### src/rtl/dmem_lsu_32.sv
// Load/store initiator for a 32-bit, 4-bank byte-lane data memory with a 1-cycle registered read.
// Takes one RV32 load/store per handshake and returns one response pulse carrying data and an error code.
module dmem_lsu_32 #(
  parameter int unsigned ADDR_W  = 15,
  parameter int unsigned TIMEOUT = 16
) (
  input  logic              clk,
  input  logic              reset,
  input  logic              lsu_req_valid,
  output logic              lsu_req_ready,
  input  logic              lsu_req_we,
  input  logic [2:0]        lsu_req_funct3,
  input  logic [31:0]       lsu_req_addr,
  input  logic [31:0]       lsu_req_wdata,
  output logic              lsu_resp_valid,
  output logic [31:0]       lsu_resp_rdata,
  output logic [2:0]        lsu_resp_err,
  output logic              mem_read_cmd_valid,
  output logic              mem_write_cmd_valid,
  output logic              mem_write_data_valid,
  output logic [ADDR_W-1:0] mem_addr,
  output logic [31:0]       mem_write_data,
  output logic [3:0]        mem_write_data_size,
  input  logic [31:0]       mem_read_data,
  input  logic              mem_read_data_valid
);

  localparam int unsigned CNT_W = $clog2(TIMEOUT + 1);

  localparam logic [2:0] ERR_OK       = 3'b000;
  localparam logic [2:0] ERR_MISALIGN = 3'b001;
  localparam logic [2:0] ERR_RANGE    = 3'b010;
  localparam logic [2:0] ERR_FUNCT3   = 3'b011;
  localparam logic [2:0] ERR_TIMEOUT  = 3'b100;

  typedef enum logic [1:0] {IDLE, ISSUE, RD_WAIT, RESP} state_t;

  state_t             state, state_nxt;
  logic [CNT_W-1:0]   cnt, cnt_nxt;
  logic               req_we, req_we_nxt;
  logic [2:0]         req_funct3, req_funct3_nxt;
  logic [1:0]         req_off, req_off_nxt;

  logic               ready_nxt, resp_valid_nxt, rd_cmd_nxt, wr_cmd_nxt;
  logic [31:0]        rdata_nxt, wdata_nxt;
  logic [2:0]         err_nxt;
  logic [ADDR_W-1:0]  addr_nxt;
  logic [3:0]         size_nxt;

  logic               accept;
  logic               funct3_ok;
  logic [2:0]         req_err;
  logic [3:0]         byte_en;
  logic [31:0]        wdata_rep;
  logic [31:0]        rd_shift;
  logic [31:0]        load_data;
  logic [CNT_W-1:0]   cnt_inc;

  assign accept  = lsu_req_valid && lsu_req_ready;
  assign cnt_inc = cnt + CNT_W'(1);

  // Request decode: error classification, byte enables and lane replication from live core inputs
  always_comb begin
    funct3_ok = 1'b0;
    req_err   = ERR_OK;
    byte_en   = 4'b1111;
    wdata_rep = lsu_req_wdata;
    if (lsu_req_we) funct3_ok = (lsu_req_funct3 == 3'b000) || (lsu_req_funct3 == 3'b001) ||
                                (lsu_req_funct3 == 3'b010);
    else            funct3_ok = (lsu_req_funct3 == 3'b000) || (lsu_req_funct3 == 3'b001) ||
                                (lsu_req_funct3 == 3'b010) || (lsu_req_funct3 == 3'b100) ||
                                (lsu_req_funct3 == 3'b101);
    if (!funct3_ok)                             req_err = ERR_FUNCT3;
    else if ((lsu_req_addr >> ADDR_W) != 32'd0) req_err = ERR_RANGE;
    else if ((lsu_req_funct3[1:0] == 2'b01 && lsu_req_addr[0]) ||
             (lsu_req_funct3[1:0] == 2'b10 && lsu_req_addr[1:0] != 2'b00))
                                                req_err = ERR_MISALIGN;
    case (lsu_req_funct3[1:0])
      2'b00: begin
        byte_en   = 4'b0001 << lsu_req_addr[1:0];
        wdata_rep = {4{lsu_req_wdata[7:0]}};
      end
      2'b01: begin
        byte_en   = 4'b0011 << lsu_req_addr[1:0];
        wdata_rep = {2{lsu_req_wdata[15:0]}};
      end
      default: ;
    endcase
  end

  // Load alignment and extension using the captured offset and funct3
  always_comb begin
    rd_shift = mem_read_data >> {req_off, 3'b000};
    case (req_funct3)
      3'b000:  load_data = {{24{rd_shift[7]}}, rd_shift[7:0]};
      3'b100:  load_data = {24'd0, rd_shift[7:0]};
      3'b001:  load_data = {{16{rd_shift[15]}}, rd_shift[15:0]};
      3'b101:  load_data = {16'd0, rd_shift[15:0]};
      default: load_data = rd_shift;
    endcase
  end

  // Next state and next values of every registered output
  always_comb begin
    state_nxt      = state;
    cnt_nxt        = cnt;
    req_we_nxt     = req_we;
    req_funct3_nxt = req_funct3;
    req_off_nxt    = req_off;
    resp_valid_nxt = 1'b0;
    rdata_nxt      = lsu_resp_rdata;
    err_nxt        = lsu_resp_err;
    rd_cmd_nxt     = 1'b0;
    wr_cmd_nxt     = 1'b0;
    addr_nxt       = '0;
    wdata_nxt      = '0;
    size_nxt       = '0;
    case (state)
      IDLE: begin
        if (accept) begin
          req_we_nxt     = lsu_req_we;
          req_funct3_nxt = lsu_req_funct3;
          req_off_nxt    = lsu_req_addr[1:0];
          if (req_err != ERR_OK) begin
            state_nxt      = RESP;
            resp_valid_nxt = 1'b1;
            rdata_nxt      = '0;
            err_nxt        = req_err;
          end else begin
            state_nxt = ISSUE;
            addr_nxt  = {lsu_req_addr[ADDR_W-1:2], 2'b00};
            if (lsu_req_we) begin
              wr_cmd_nxt = 1'b1;
              size_nxt   = byte_en;
              wdata_nxt  = wdata_rep;
            end else begin
              rd_cmd_nxt = 1'b1;
            end
          end
        end
      end
      ISSUE: begin
        if (req_we) begin
          state_nxt      = RESP;
          resp_valid_nxt = 1'b1;
          rdata_nxt      = '0;
          err_nxt        = ERR_OK;
        end else begin
          state_nxt = RD_WAIT;
          cnt_nxt   = '0;
        end
      end
      RD_WAIT: begin
        if (mem_read_data_valid) begin
          state_nxt      = RESP;
          resp_valid_nxt = 1'b1;
          rdata_nxt      = load_data;
          err_nxt        = ERR_OK;
        end else if (cnt_inc == CNT_W'(TIMEOUT)) begin
          state_nxt      = RESP;
          resp_valid_nxt = 1'b1;
          rdata_nxt      = '0;
          err_nxt        = ERR_TIMEOUT;
        end else begin
          cnt_nxt = cnt_inc;
        end
      end
      RESP:    state_nxt = IDLE;
      default: state_nxt = IDLE;
    endcase
    ready_nxt = (state_nxt == IDLE);
  end

  always_ff @(posedge clk or posedge reset) begin
    if (reset) begin
      state                <= IDLE;
      cnt                  <= '0;
      req_we               <= 1'b0;
      req_funct3           <= '0;
      req_off              <= '0;
      lsu_req_ready        <= 1'b0;
      lsu_resp_valid       <= 1'b0;
      lsu_resp_rdata       <= '0;
      lsu_resp_err         <= '0;
      mem_read_cmd_valid   <= 1'b0;
      mem_write_cmd_valid  <= 1'b0;
      mem_write_data_valid <= 1'b0;
      mem_addr             <= '0;
      mem_write_data       <= '0;
      mem_write_data_size  <= '0;
    end else begin
      state                <= state_nxt;
      cnt                  <= cnt_nxt;
      req_we               <= req_we_nxt;
      req_funct3           <= req_funct3_nxt;
      req_off              <= req_off_nxt;
      lsu_req_ready        <= ready_nxt;
      lsu_resp_valid       <= resp_valid_nxt;
      lsu_resp_rdata       <= rdata_nxt;
      lsu_resp_err         <= err_nxt;
      mem_read_cmd_valid   <= rd_cmd_nxt;
      mem_write_cmd_valid  <= wr_cmd_nxt;
      mem_write_data_valid <= wr_cmd_nxt;
      mem_addr             <= addr_nxt;
      mem_write_data       <= wdata_nxt;
      mem_write_data_size  <= size_nxt;
    end
  end

endmodule

### config.mk
export PLATFORM = sky130hd
export DESIGN_NAME = dmem_lsu_32
export DESIGN_NICKNAME = d
export VERILOG_FILES = /design/src/rtl/dmem_lsu_32.sv
export SDC_FILE = /design/constraint.sdc
export NUM_CORES = 1
export LEC_CHECK = 0
export ABC_CLOCK_PERIOD_IN_PS = 9900
export BUFFER_PORTS_ARGS = -buffer_cell sky130_fd_sc_hd__buf_2
export CAP_MARGIN = 25
export CORE_MARGIN = 5
export CORE_UTILIZATION = 55
export CTS_BUF_LIST = sky130_fd_sc_hd__clkbuf_4 sky130_fd_sc_hd__clkbuf_8
export CTS_CLUSTER_SIZE = 20
export DETAILED_ROUTE_END_ITERATION = 10
export MAX_ROUTING_LAYER = met4
export PLACE_DENSITY = 0.95
export SETUP_SLACK_MARGIN = 0.4
export SLEW_MARGIN = 20
export SYNTH_ARGS = -nofsm -noshare
export SYNTH_HDL_FRONTEND = slang
export SYNTH_SLANG_ARGS = --single-unit
### constraint.sdc
create_clock -name clk -period 9.9 [get_ports clk]
set_clock_uncertainty 0.2 [all_clocks]
set_input_delay 1.98 -clock clk [delete_from_list [all_inputs] [get_ports clk]]
set_output_delay 1.98 -clock clk [all_outputs]
set_load 0.01 [all_outputs]
== Yosys cells after proc, flatten, opt, wreduce, memory -nomap -nowiden ==
Cells that the tools add are included.
Cells by class
  $add $sub $neg: 1
  equal/unequal tests: 20
  shift-type cells: 3
  multiplexer cells: 54
  reduce and logical (&&, ||, !) cells: 21
Operators by type and width (number)
  32-bit 2-to-1 mux: 9
  32-bit case mux with 4 select lines: 1
  32-bit case mux with 3 select lines: 1
  32-bit case mux with 2 select lines: 1
  15-bit 2-to-1 mux: 3
  32-bit nonzero test: 1
  32-bit by 5-bit >> shifter with 32-bit output: 1
  1-bit 2-to-1 mux: 16
  4-bit 2-to-1 mux: 4
  3-bit 2-to-1 mux: 5
  5-bit 2-to-1 mux: 3
  3-bit equality test (second input constant): 4
  2-bit 2-to-1 mux: 6
  2-bit inequality test (second input constant): 6
  5-bit case mux with 2 select lines: 1
  3-bit case mux with 3 select lines: 1
  2-bit case mux with 4 select lines: 1
  4-bit case mux with 2 select lines: 1
  2-bit equality test (second input constant): 3
  3-bit by 1-bit equality test with 1-bit output (second input constant): 2
  2-bit logical NOT: 3
  3-bit logical NOT: 2
  3-bit nonzero test: 2
  5-bit by 1-bit adder with 5-bit output (second input constant): 1
  13 further kinds: 21
Storage, ports and cells
  register bits: 103
  output and inout bits: 91
  logic and storage cells: 113

== Logic depth before layout (Yosys ltp) ==
  depth in word-level cells: 12
  mapped depth: 8

== Least setup slack after synthesis ==
Ideal clock, no wire load.
  path kind: input to register
  start point: in lsu_req_addr[16]
  end point: reg lsu_resp_err[0]
  arrival time: 3.535 ns
  data required time: 9.575 ns
  slack: 6.040 ns
  cell stages on the path: 6
  buffers on the path: 1
  path through: nor4_2 nand3_2 nor4_4 a211oi_4 buf_6 mux2_4
Between the ends
  word-level cells in the longest chain between the ends: 6
  elaborated cells on any way between the ends: 9
RTL lines
  from (decl): RTL line 13  | input logic [31:0] lsu_req_addr,
  32-bit nonzero test (*): RTL line 74  | else if ((lsu_req_addr >> ADDR_W) != 32'd0) req_err = ERR_RANGE;
  2-bit 2-to-1 mux (*): RTL line 74
  2-bit 2-to-1 mux (*): RTL line 73  | if (!funct3_ok) req_err = ERR_FUNCT3;
  3-bit nonzero test / 3-bit 2-to-1 mux (equally long branches): RTL line 124  | if (req_err != ERR_OK) begin
  2-bit inequality test (no source line) / 3-bit 2-to-1 mux (equally long branches)
  5-bit AND reduction (no source line) / 3-bit case mux with 3 select lines (equally long branches)
  to (signal assigned): RTL line 200  | lsu_resp_err <= err_nxt;
  to (decl): RTL line 17  | output logic [2:0] lsu_resp_err,
Every way passes the cells marked *; elsewhere a longest branch is shown, timed or not. The select of a mux whose other input is x is not followed.
A chain may end at the register's enable or synchronous reset.

== Worst setup path in the final report ==
  start point: in lsu_req_funct3[1]
  end point: reg mem_write_data[3]
Between the ends
  word-level cells in the longest chain between the ends: 11
  elaborated cells on any way between the ends: 22
RTL lines
  from (decl): RTL line 12  | input logic [2:0] lsu_req_funct3,
  3-bit by 1-bit equality test with 1-bit output / 3-bit logical NOT (equally long branches): RTL line 68, 70
  1-bit logical OR (2 in a row): RTL line 68, 70
  1-bit logical OR (2 in a row): RTL line 71  | (lsu_req_funct3 == 3'b010) || (lsu_req_funct3 == 3'b100) ||
  1-bit 2-to-1 mux: RTL line 68  | if (lsu_req_we) funct3_ok = (lsu_req_funct3 == 3'b000) || (lsu_req_funct3 == 3'b001) ||
  2-bit 2-to-1 mux (*): RTL line 73
  3-bit nonzero test (*): RTL line 124
  32-bit 2-to-1 mux (*): RTL line 124
  32-bit 2-to-1 mux (*): RTL line 120  | if (accept) begin
  32-bit 2-to-1 mux (*): RTL line 118  | case (state)
  named net wdata_nxt[3]: RTL line 45  | logic [31:0] rdata_nxt, wdata_nxt;
  to (signal assigned): RTL line 205  | mem_write_data <= wdata_nxt;
  to (decl): RTL line 22  | output logic [31:0] mem_write_data,
The timed path passes the listed nets; every way through them passes the cells marked *.

==> out/metrics.cfg <==
[outcome]
status=completed

[synth]
synth_commonest_cells=dfrtp_1, mux2i_1, a21oi_1
ys_ff_latch=101
synth.top_cell.area_share=0.504
syn_avg_cell_area_um2=10.9
yosys_warnings=0
synth.distinct_cells=53
syn_inst=461
yosysMostFrequentCell=dfrtp_1
syn_area_um2=5020
ys.flop_type=dfrtp_1
synth_largest_area_cell=dfrtp_1
async_flop_share=1.00
ys_seq_area_frac=0.504
synth_area_leaders=dfrtp_1, mux2i_1, mux2_4, a21oi_1, o21ai_0
synth_edf_count=0

[clock_tree]
cts_tree=done
clockBufferDepth=2
cts_setup_buffers=0
hold_buffers=0
cts.sinks=101
h-tree-depth=3
insertion_delay_ns=0.37
cts_resized=0
clockRootBuffer=clkbuf_8
clk_pin_slew_ns=0.10
cts_made_buffers=9

[route]
drtIter0Drc=221
ant_nets=0
drcViolationCount=0
wl_met1_mm=5.40
vias=4347
drtPass1Iterations=5
met3_length_mm=1.18
wirelength_mm=14.4
wl_per_cell_um=19.1
met2RoutedLength_mm=7.36
top_layer_used=met4
drt-vias-per-instance=5.77

[sta]
finalCritPeriodShare=0.464
setup_violations=0
worst_pin_slew_ns=0.945
fin_ws_ns=5.31
fin_crit_ns=4.59
fmax_mhz=218
drv_slew=0
hold_viol=0
grt_setup_unrepaired=no
setup_tns_ns=0
slew_headroom=0.370

[worst_setup_path]
worstSetupPathType=in2reg
worst_ep_required_time_ns=10.00
slowest_delay_ns=0.68
crit_family=simple AND/OR/NAND/NOR gates
worstPathBufferInverterCount=2
cp_cell_sequence=buf_2 -> mux2i_1 -> nor4_4 -> nand4_2 -> inv_2 -> and2_1
endpoint_kind=flip-flop
slowest_stage=nand4_2
crit_arrival_ns=4.70
crit_fanout=40
worstSetupStartpointType=input pin

[global_routing]
grt_pass1_wl_mm=23.3
grt_antenna_before_repair=0
grt.total_usage=0.268
grt_max_degree=70
grt_pass1_vias=4733
overflow=0

[die]
dieArea_um2=11100
pin_count=195
coreArea_um2=8810
die_w_um=106
start_util=0.570
num_rows=34
die_h_um=106

[job]
drv_cap=0

[placement]
placed_cell_area_um2=6000
dp_hpwl_mm=10.9
place_ws_ns=4.98
port_buffers=192
gp_congestion=0.908

[power]
power.leakage_uw=0.00339
p_per_area_nw_per_um2=233
ir_drop_uv=143

[layout]
fillCellCount=651
n_antenna_cell=0
multiInputGateArea_um2=2290
final_area_um2=6200
areaGrowthSynthToFinish_pct=23.6
seqCellArea_um2=2530
drive_gt1_frac=0.393
final_nets=750

[hold_path]
hold_class=reg2reg

[cells in the final DEF, fill, tap and decap left out, types with 3 or more instances in the layout]
master	netlist	layout
nand3_1	6	6
nand2_1	18	18
buf_4	3	3
clkbuf_8	0	9
mux2i_1	44	44
inv_1	17	16
and3_1	20	20
o21ai_0	30	30
ha_1	5	5
or3_1	4	4
buf_2	3	192
mux2_4	21	21
mux2_2	11	11
a21oi_1	39	39
dfrtp_1	101	101
nor3_1	5	5
nor2b_1	10	10
and2_1	14	14
a211oi_1	14	14
nor2_1	38	38
[flip-flops by register name, indices dropped and copies added (netlist names)]
| signal | flops |
|---|---|
| req_funct3 | 3 |
| mem_read_cmd_valid | 1 |
| mem_write_data_size | 4 |
| state | 2 |
| req_we | 1 |
| cnt | 5 |
| req_off | 2 |
| lsu_resp_valid | 1 |
| lsu_resp_err | 3 |
| lsu_req_ready | 1 |
| lsu_resp_rdata | 32 |
| mem_write_data_valid | 1 |
| mem_write_data | 32 |
| mem_addr | 13 |
[area by class of cell]
cell class	instances	area share
sequential	101	0.408
multi-input combinational	316	0.369
timing repair buffer	195	0.159
tap	108	0.0218
clock buffer	10	0.0212
inverter	18	0.0113
clock inverter	6	0.0105
[path summary, 6_finish.rpt]
kind / from / to / slack, ns / cells after the start
min reg2reg: lsu_resp_rdata[3]$_DFFE_PP0P_ / lsu_resp_rdata[3]$_DFFE_PP0P_ / 0.32 / 1
max in group asynchronous: reset / mem_write_data[3]$_DFF_PP0_ / 6.92 / 3
min: lsu_resp_rdata[3]$_DFFE_PP0P_ / lsu_resp_rdata[3]$_DFFE_PP0P_ / 0.32 / 1
max reg2reg: state[1]$_DFF_PP0_ / lsu_resp_rdata[16]$_DFFE_PP0P_ / 6.61 / 8
max: lsu_req_funct3[1] / mem_write_data[3]$_DFF_PP0_ / 5.31 / 6
min in group asynchronous: reset / lsu_resp_rdata[31]$_DFFE_PP0P_ / 1.40 / 2
[worst reg2reg max path, stage by stage (launching register included)]
cell and delay (ns):
dfrtp_1 0.46, inv_1 0.12, ha_1 0.44, nand3_1 0.38, o21ai_0 0.21, o21ai_0 0.18, a211oi_4 0.22, buf_4 0.53
mux2_2 0.42
[per-stage QoR]
step	power [µW]	instances	util	hold WS, ns
6_report	1450	754	0.704	0.316
5_1_grt	1530	754	0.704	0.337
4_1_cts	1450	754	0.704	0.321
3_5_place_dp	1190	738	0.682	0.293
3_3_place_gp	1160	738	0.682	0.290
2_1_floorplan	1020	462	-	0.292
[report_power, final]
group	internal, µW	switching (µW)	total, µW	leakage (µW)
sequential	492	75.5	567	0.00138
clock	102	158	259	0.000101
combinational	287	331	618	0.00191
[layer usage]
layer	vias to the layer above	global-route usage
met3	44	0.0507
met1	2079	0.314
met5	-	-
met2	244	0.454
li1	1980	-
met4	0	0.111
[cell families (layout without fill, tap and decap cells)]
logic type / Yosys count / in the layout / share of synthesized area
simple gates: 132 / 132 / 0.144
flops: 101 / 101 / 0.504
compound gates: 100 / 100 / 0.121
mux: 76 / 76 / 0.175
buf+inv: 45 / 229 / 0.0412
fa+ha+maj: 5 / 5 / 0.0125
other cells: 1 / 2 / 0.000748
xor+xnor: 1 / 1 / 0.00175
Note: power is estimated with default switching activity, not from simulation.
